## config.mk

```make
export PLATFORM = sky130hd
export DESIGN_NAME = modulate_engine
export DESIGN_NICKNAME = d
export VERILOG_FILES = /design/src/rtl/modulate_engine.sv
export SDC_FILE = /design/constraint.sdc
export NUM_CORES = 2
export LEC_CHECK = 0
export BUFFER_PORTS_ARGS = -buffer_cell sky130_fd_sc_hd__buf_4
export CAP_MARGIN = 20
export CORE_UTILIZATION = 45
export CTS_CLUSTER_SIZE = 28
export DETAILED_ROUTE_END_ITERATION = 16
export HOLD_SLACK_MARGIN = 0.05
export PLACE_DENSITY_LB_ADDON = 0.2
export REMOVE_ABC_BUFFERS = 1
export SETUP_SLACK_MARGIN = 0.4
export SLEW_MARGIN = 20
export SYNTH_ARGS = -nofsm -noshare
export SYNTH_HDL_FRONTEND = slang
export SYNTH_SLANG_ARGS = --single-unit
```

## constraint.sdc

```tcl
create_clock -name clk_in -period 22.8 [get_ports clk_in]
set_input_delay 2.28 -clock clk_in [delete_from_list [all_inputs] [get_ports clk_in]]
set_output_delay 2.28 -clock clk_in [all_outputs]
set_load 0.05 [all_outputs]
```

## src/rtl/modulate_engine.sv

```systemverilog
// modulate_engine: pipelined PASS/AM/FM/PM modulator with shadowed config and a muted, flushed mode-switch sequence.
// Build option: define MODULATE_ENGINE_PM_EN to enable PM (mode 3); otherwise mode 3 is treated as PASS.
module modulate_engine #(
  parameter int INPUT_WIDTH  = 12,
  parameter int OUTPUT_WIDTH = 12,
  parameter int PHASE_WIDTH  = 32,
  parameter int ROM_LAT      = 2
) (
  input  logic                                clk_in,
  input  logic                                RST,
  input  logic                                src_sel,
  input  logic [1:0]                          mode_req,
  input  logic                                cfg_load,
  input  logic [PHASE_WIDTH-1:0]              cfg_center_fre,
  input  logic [PHASE_WIDTH-INPUT_WIDTH-1:0]  cfg_move_fre,
  input  logic [15:0]                         cfg_module_deep,
  input  logic [INPUT_WIDTH-1:0]              Inside_Wave,
  input  logic [INPUT_WIDTH-1:0]              Outside_Wave,
  output logic [PHASE_WIDTH-1:0]              rom_phase,
  input  logic [OUTPUT_WIDTH-1:0]             rom_data,
  output logic [OUTPUT_WIDTH-1:0]             wave_out,
  output logic                                wave_valid,
  output logic                                busy,
  output logic [1:0]                          mode_cur
);
  localparam int IW = INPUT_WIDTH;
  localparam int OW = OUTPUT_WIDTH;
  localparam int PW = PHASE_WIDTH;
  localparam int MW = OW + 2;
  localparam int L  = ROM_LAT + 3;
  localparam int CW = $clog2(L);
  localparam logic [IW-1:0] MID_IW = {1'b1, {(IW-1){1'b0}}};
  localparam logic [OW-1:0] MID    = {1'b1, {(OW-1){1'b0}}};
  localparam logic [1:0] M_PASS = 2'd0, M_AM = 2'd1, M_FM = 2'd2, M_PM = 2'd3;

  typedef enum logic [1:0] {ST_FILL, ST_RUN, ST_SWITCH} state_e;

  state_e               state_q, state_d;
  logic [CW-1:0]        cnt_q, cnt_d;
  logic [1:0]           mode_q, mode_d, req_mode;
  logic                 flush, load_ok;
  logic [PW-1:0]        cen_q, cen_d;
  logic [PW-IW-1:0]     move_q, move_d;
  logic [15:0]          deep_q, deep_d;
  logic [PW-1:0]        acc_q, acc_d, s_ext, fm_term;
  logic [IW-1:0]        wave_sel, cap_q, cap_d;
  logic [IW-1:0]        dly_q [ROM_LAT];
  logic [IW-1:0]        dly_d [ROM_LAT];
  logic signed [IW-1:0] s_now, s_m;
  logic signed [OW-1:0] c_m;
  logic signed [IW+16:0] sd;
  logic signed [17:0]   g;
  logic signed [OW+17:0] cg;
  logic signed [MW-1:0] mult_q, mult_d, sum;
  logic [OW-1:0]        pass_q, pass_d, out_q, out_d;

`ifdef MODULATE_ENGINE_PM_EN
  assign req_mode  = mode_req;
  assign rom_phase = (mode_q == M_PM) ? acc_q + {cap_q ^ MID_IW, {(PW-IW){1'b0}}} : acc_q;
`else
  assign req_mode  = (mode_req == M_PM) ? M_PASS : mode_req;
  assign rom_phase = acc_q;
`endif

  // NOTE: every variable gets a default before the case so no latch is inferred.
  always_comb begin
    state_d = state_q;
    cnt_d   = cnt_q;
    mode_d  = mode_q;
    flush   = 1'b0;
    unique case (state_q)
      ST_FILL: begin
        if (cnt_q == CW'(L-1)) begin
          state_d = ST_RUN;
          cnt_d   = '0;
        end else begin
          cnt_d = cnt_q + 1'b1;
        end
      end
      ST_RUN:    if (req_mode != mode_q) state_d = ST_SWITCH;
      ST_SWITCH: begin
        mode_d  = req_mode;
        flush   = 1'b1;
        cnt_d   = '0;
        state_d = ST_FILL;
      end
      default:   state_d = ST_FILL;
    endcase
  end

  // Loads while busy are dropped; a RUN load feeds the accumulator on the same edge it commits.
  always_comb begin
    load_ok = cfg_load && (state_q == ST_RUN);
    cen_d   = load_ok ? cfg_center_fre  : cen_q;
    move_d  = load_ok ? cfg_move_fre    : move_q;
    deep_d  = load_ok ? cfg_module_deep : deep_q;
  end

  // Capture edge: the selected wave is latched and also steps the accumulator.
  always_comb begin
    wave_sel = src_sel ? Outside_Wave : Inside_Wave;
    s_now    = $signed(wave_sel ^ MID_IW);
    s_ext    = PW'(s_now);
    fm_term  = '0;
    if (mode_q == M_FM) fm_term = s_ext * {{IW{1'b0}}, move_d};
    acc_d    = flush ? '0 : acc_q + cen_d + fm_term;
    cap_d    = flush ? MID_IW : wave_sel;
    dly_d[0] = flush ? MID_IW : cap_q;
    for (int i = 1; i < ROM_LAT; i++) dly_d[i] = flush ? MID_IW : dly_q[i-1];
  end

  // Multiply stage lines up with the returning ROM sample; the delayed wave supplies AM gain and PASS data.
  always_comb begin
    s_m    = $signed(dly_q[ROM_LAT-1] ^ MID_IW);
    c_m    = $signed(rom_data ^ MID);
    sd     = s_m * $signed({1'b0, deep_q});
    g      = 18'sd65536;
    if (mode_q == M_AM) g = 18'sd65536 + 18'(sd >>> (IW-1));
    cg     = c_m * g;
    mult_d = flush ? '0 : MW'(cg >>> 16);
    pass_d = flush ? MID : OW'({dly_q[ROM_LAT-1], {OW{1'b0}}} >> IW);
  end

  always_comb begin
    sum = mult_q + $signed({2'b00, MID});
    if (flush)                 out_d = MID;
    else if (mode_q == M_PASS) out_d = pass_q;
    else if (sum[MW-1])        out_d = '0;
    else if (sum[OW])          out_d = '1;
    else                       out_d = sum[OW-1:0];
  end

  // NOTE: sequential state uses non-blocking assignments only; the short delay line is reset like any other flop.
  always_ff @(posedge clk_in or negedge RST) begin
    if (!RST) begin
      state_q <= ST_FILL;
      cnt_q   <= '0;
      mode_q  <= M_PASS;
      cen_q   <= '0;
      move_q  <= '0;
      deep_q  <= '0;
      acc_q   <= '0;
      cap_q   <= MID_IW;
      for (int i = 0; i < ROM_LAT; i++) dly_q[i] <= MID_IW;
      mult_q  <= '0;
      pass_q  <= MID;
      out_q   <= MID;
    end else begin
      state_q <= state_d;
      cnt_q   <= cnt_d;
      mode_q  <= mode_d;
      cen_q   <= cen_d;
      move_q  <= move_d;
      deep_q  <= deep_d;
      acc_q   <= acc_d;
      cap_q   <= cap_d;
      dly_q   <= dly_d;
      mult_q  <= mult_d;
      pass_q  <= pass_d;
      out_q   <= out_d;
    end
  end

  assign wave_valid = (state_q == ST_RUN);
  assign busy       = ~wave_valid;
  assign wave_out   = wave_valid ? out_q : MID;
  assign mode_cur   = mode_q;
endmodule

```

Yosys cells after proc, flatten, opt, wreduce, memory -nomap -nowiden
Index checks and enable logic that the tools add are counted.
- flip-flop bits (word level): 181
- input port bits: 110
- output and inout port bits: 48
- word-level logic and storage cells: 62
- $add $sub $neg: 5
- $mul: 3
- equal/unequal tests: 9
- multiplexer cells: 23
- bitwise gates (word level): 4
- reduce and logical (&&, ||, !) cells: 5
- operators by type and width (operator ; number):
    $mux 12 ; 10
    $mux 32 ; 3
    $add 32x32->32 ; 2
    $mul 12x21->32 ; 1
    $mul 12x18->30 ; 1
    $mul 12x17->29 ; 1
    $mux 20 ; 1
    $add 18x18->18 const A ; 1
    $mux 18 ; 1
    $add 14x13->14 const B ; 1
    $mux 14 ; 1
    $eq 2x2->1 const B ; 3
    $mux 2 ; 3
    $pmux 3 s2 ; 1
    $eq 2x1->1 const B ; 2
    $logic_not 2->1 ; 2
    $not 1->1 ; 4
    $pmux 2 s2 ; 1
    $add 3x1->3 const B ; 1
    $eq 3x3->1 const B ; 1
    $mux 3 ; 1
    $ne 2x1->1 const B ; 1
    $ne 2x2->1 ; 1
    $ne 2x2->1 const B ; 1
    4 further kinds ; 4

Depth between registers and ports, before layout
- word-level depth: 7
- gate-level depth with buffers: 44
- depth with buffers taken out: 41

Worst setup path before layout
No wires, ideal clock.
- kind: in2reg
- from: input port src_sel
- to: register acc_q[31] (netlist: rom_phase[31])
- library setup time: 0.135 ns
- arrival time: 10.284 ns
- required time: 22.665 ns
- setup slack: 12.381 ns
- stages: 33
- buffers on the path: 4
- cells stage by stage: clkbuf_1 buf_1 mux2i_1 clkbuf_1 nor2_1 fa_1 inv_1 fa_1 fa_1 fa_1 inv_1 fa_1 ha_1 buf_2 a21oi_1 o21ai_1 a2111o_1 a221oi_2 a21boi_1 o21ai_0 nand2b_1 xnor2_1 nor2_1 fa_1 ha_1 a21o_1 a21oi_1 and4_1 a221oi_2 and4b_1 nor4_1 o21ai_0 nor3b_1
- cells in the longest elaborated chain, start to end: 6
- RTL lines (what ; line ; text):
    start, declared ; 11 ; input logic src_sel,
    $mux 12 (*) ; 101 ; wave_sel = src_sel ? Outside_Wave : Inside_Wave;
    $not 1->1 (no line) ; - ;
    $mul 12x21->32 (*) ; 105 ; if (mode_q == M_FM) fm_term = s_ext * {{IW{1'b0}}, move_d};
    $mux 32 (*) ; 105 ;
    $add 32x32->32 (*) ; 106 ; acc_d = flush ? '0 : acc_q + cen_d + fm_term;
    $mux 32 (*) ; 106 ;
    via acc_d[31] ; 45 ; logic [PW-1:0] acc_q, acc_d, s_ext, fm_term;
    end signal, assigned ; 142 ; acc_q <= '0;
    end signal, assigned ; 155 ; acc_q <= acc_d;
    end, declared ; 45 ;
Mark *: on every way through the listed nets, which the timed path passes. The rest lies on a longest branch.
A chain may end at the register's enable or synchronous reset.

Final worst setup path
- from: register dly_q[3] (netlist bit)
- to: register mult_q[13]
- cells in the longest elaborated chain, start to end: 5
- RTL lines (what ; line ; text):
    start, declared ; 47 ; logic [IW-1:0] dly_q [ROM_LAT];
    start signal, assigned ; 157 ; dly_q <= dly_d;
    $mul 12x17->29 ; 116 ; sd = s_m * $signed({1'b0, deep_q});
    $add 18x18->18 ; 118 ; if (mode_q == M_AM) g = 18'sd65536 + 18'(sd >>> (IW-1));
    $mux 18 ; 118 ;
    $mul 12x18->30 ; 119 ; cg = c_m * g;
    $mux 14 ; 120 ; mult_d = flush ? '0 : MW'(cg >>> 16);
    via mult_d[13] ; 54 ; logic signed [MW-1:0] mult_q, mult_d, sum;
    end signal, assigned ; 158 ; mult_q <= mult_d;
    end, declared ; 54 ;
The timed path passes the listed nets, and every way through them passes these cells.

==> results.tsv <==
stage	metric	value	unit
status	status	finished, final reports clean	
grt	grt-busiest-layer	met2	
finish	fin_cells	4142	
synth	seq_area_frac_synth	15.2	%
finish	drive_above_1_share	9.40	%
grt	grt_use_met1	28.4	%
synth	synth.distinct_cells	84	
synth	syn_area	0.0299	mm2
cts	cts_max_path_buffers	2	
synth	syn-instance-count	3207	
sta	period_needed	11.35	ns
routing	num_vias	21200	
place	post-place-ws	11.19	ns
synth	synthFlopType	dfrtp_1	
synth	synth_area_leaders	fa_1, dfrtp_1, ha_1, inv_1, nand2_1	
sta	setup_viol	0	
routing	drt.antenna.violating_nets	0	
sta	hold_viol	0	
critical_path	max_stage_delay	0.85	ns
critical_path	critPathMostFrequentCell	fa_1	
floorplanning	coreArea	0.0657	mm2
grt	grt_pass1_vias	22400	
sta	fin_ws	11.45	ns
run	max_cap_viol_count	0	
cts	postCtsHoldBufs	0	
worst_hold_path	hold_class	reg -> reg	
cts	post_cts_buffers	0	
floorplanning	initial_utilization	45.5	%
cts	cts_buffers	17	
sta	layout_worst_path_cycle_share	49.8	%
sta	slew_violations	0	
grt	track_usage	22.7	%
synth	synth_seq_cells	181	
floorplanning	die_x	260	um
routing	drc	0	
routing	routed_wl	72200	um
grt	overflow	0	
synth	yosysTopAreaCell	fa_1	
cts	cts_max_level	4	
place	gp_congestion	0.846	
critical_path	worstPathArrival	11.72	ns
synth	synthArstFlopShare	100	%
grt	grt_first_pass_wirelength	119000	um
synth	yosysMostFrequentCell	inv_1	
place	port_buffers	157	
finish	antenna_cells	0	
synth	synth_edf_count	0	
critical_path	crit_fanout	17	
sta	fin_worst_skew	0.0123	ns
place	dp_cells	4110	
synth	synth_top_area_share	36.6	%
routing	first_pass_iters	5	
grt	grt_max_degree	80	
synth	avgSynthCellArea	9.32	um2
grt	met3_usage	2.55	%
routing	route.detailed.wl_per_inst	17.4	um
finish	area_growth	8.33	%
grt	antenna_found_initial	0	
place	hpwlAfterDp	58900	um
sta	whs	0.443	ns
cts	tritoncts	yes	
floorplanning	dieArea	0.0675	mm2
sta	tightest_slew	1.06	ns
routing	drt-vias-per-instance	5.12	
synth	yosys_warnings	0	
critical_path	start_kind	flop	
finish	final_nets	4184	
synth	netlist_top_cells_count	inv_1, fa_1, nand2_1	
floorplanning	std_cell_rows	94	
cts	cts.sinks	181	
critical_path	critPathKind	reg -> reg	
critical_path	crit_required	23.17	ns
sta	setup_tns	0	ns
grt	met2_usage	41.0	%
critical_path	cp_slowest_cell	dfrtp_1	
cts	post_cts_resized	0	
floorplanning	die_h	260	um
sta	fmax	88.1	MHz
routing	drtIter0Drc	1035	
floorplanning	boundaryPins	158	
cts	clock_latency	0.51	ns
sta	relSlewSlack	28.8	%
critical_path	critPathCaptureType	flop	
sta	grt_setup_unrepaired	false	
cts	root_buffer	clkbuf_16	
cts	clk_pin_slew	0.09	ns
cell families (layout without fill, tap and decap cells):
logic type      count (synthesis)  in the layout  synth area share (%)
buf+inv                       766            837                  9.77
mux                            86             86                  3.18
flops                         181            181                  15.2
xor+xnor                      103            103                  3.02
fa+ha+maj                     809            809                  47.6
simple gates                 1025           1025                  15.8
compound gates                237            237                  5.47
final timing paths:
path,cells after the start,from,slack [ns],end
worst max-delay path,36,dly_q[3]$_DFF_PN0_,11.45,mult_q[13]$_DFF_PN0_
worst min-delay path,1,dly_q[12]$_DFF_PN0_,0.44,dly_q[0]$_DFF_PN0_
worst max register to register,36,dly_q[3]$_DFF_PN0_,11.45,mult_q[13]$_DFF_PN0_
worst min register to register,1,dly_q[12]$_DFF_PN0_,0.44,dly_q[0]$_DFF_PN0_
max in group asynchronous,2,RST,19.80,rom_phase[13]$_DFF_PN0_
min in group asynchronous,1,RST,1.78,deep_q[1]$_DFFE_PN0P_
metal layers:
layer  vias to the layer above  part of all wire, %
li1                       9899                    -
met1                     10900                   42
met2                       326                   53
met3                        73                  2.8
met4                         0                  2.2
met5                         -                    0
final cells by class:
type | instances | area (um2)
Fill cell | 6269 | 33400
Multi-Input combinational cell | 2260 | 22500
Sequential cell | 181 | 4540
Inverter | 637 | 2390
Timing Repair Buffer | 168 | 1270
Tap cell | 864 | 1080
Clock buffer | 17 | 425
Clock inverter | 15 | 226
placed cells by master, fill, tap and decap left out, types with 19 or more instances in the layout:
master     n
inv_1    621
fa_1     546
nand2_1  415
ha_1     263
nor2_1   238
and2_1   196
dfrtp_1  176
buf_4    167
a21oi_1   80
xnor2_1   65
mux2_2    62
nand3_1   48
xor2_1    38
nor3_1    37
o21ai_0   36
mux2i_1   22
a21o_1    20
and3_1    19
worst max-delay path, delay by kind of cell, from the launching register on:
family	cells	cell delay, ns
compound gates	12	2.89
flops	1	0.85
fa+ha+maj	12	5.74
buf+inv	6	0.30
xor+xnor	2	0.33
simple gates	4	1.10
per-stage QoR:
step                utilization [%]  area [um2]
finish                         49.3       32400
global route                   49.3       32400
CTS                            49.3       32400
detailed placement             48.3       31700
global placement               48.3       31700
floorplan                         -       29400
flip-flops by register name, summed over array words and instances (netlist names), 3 cells and up:
signal and count:
dly_q 24, rom_phase 32, mult_q 14, cap_q 12, move_q 20, cnt_q 3, cen_q 32, pass_q 12
out_q 12, deep_q 16
Power is left out: the tool's default activity adds up to more than one toggle a clock period on the data nets, which glitch-free logic cannot reach.
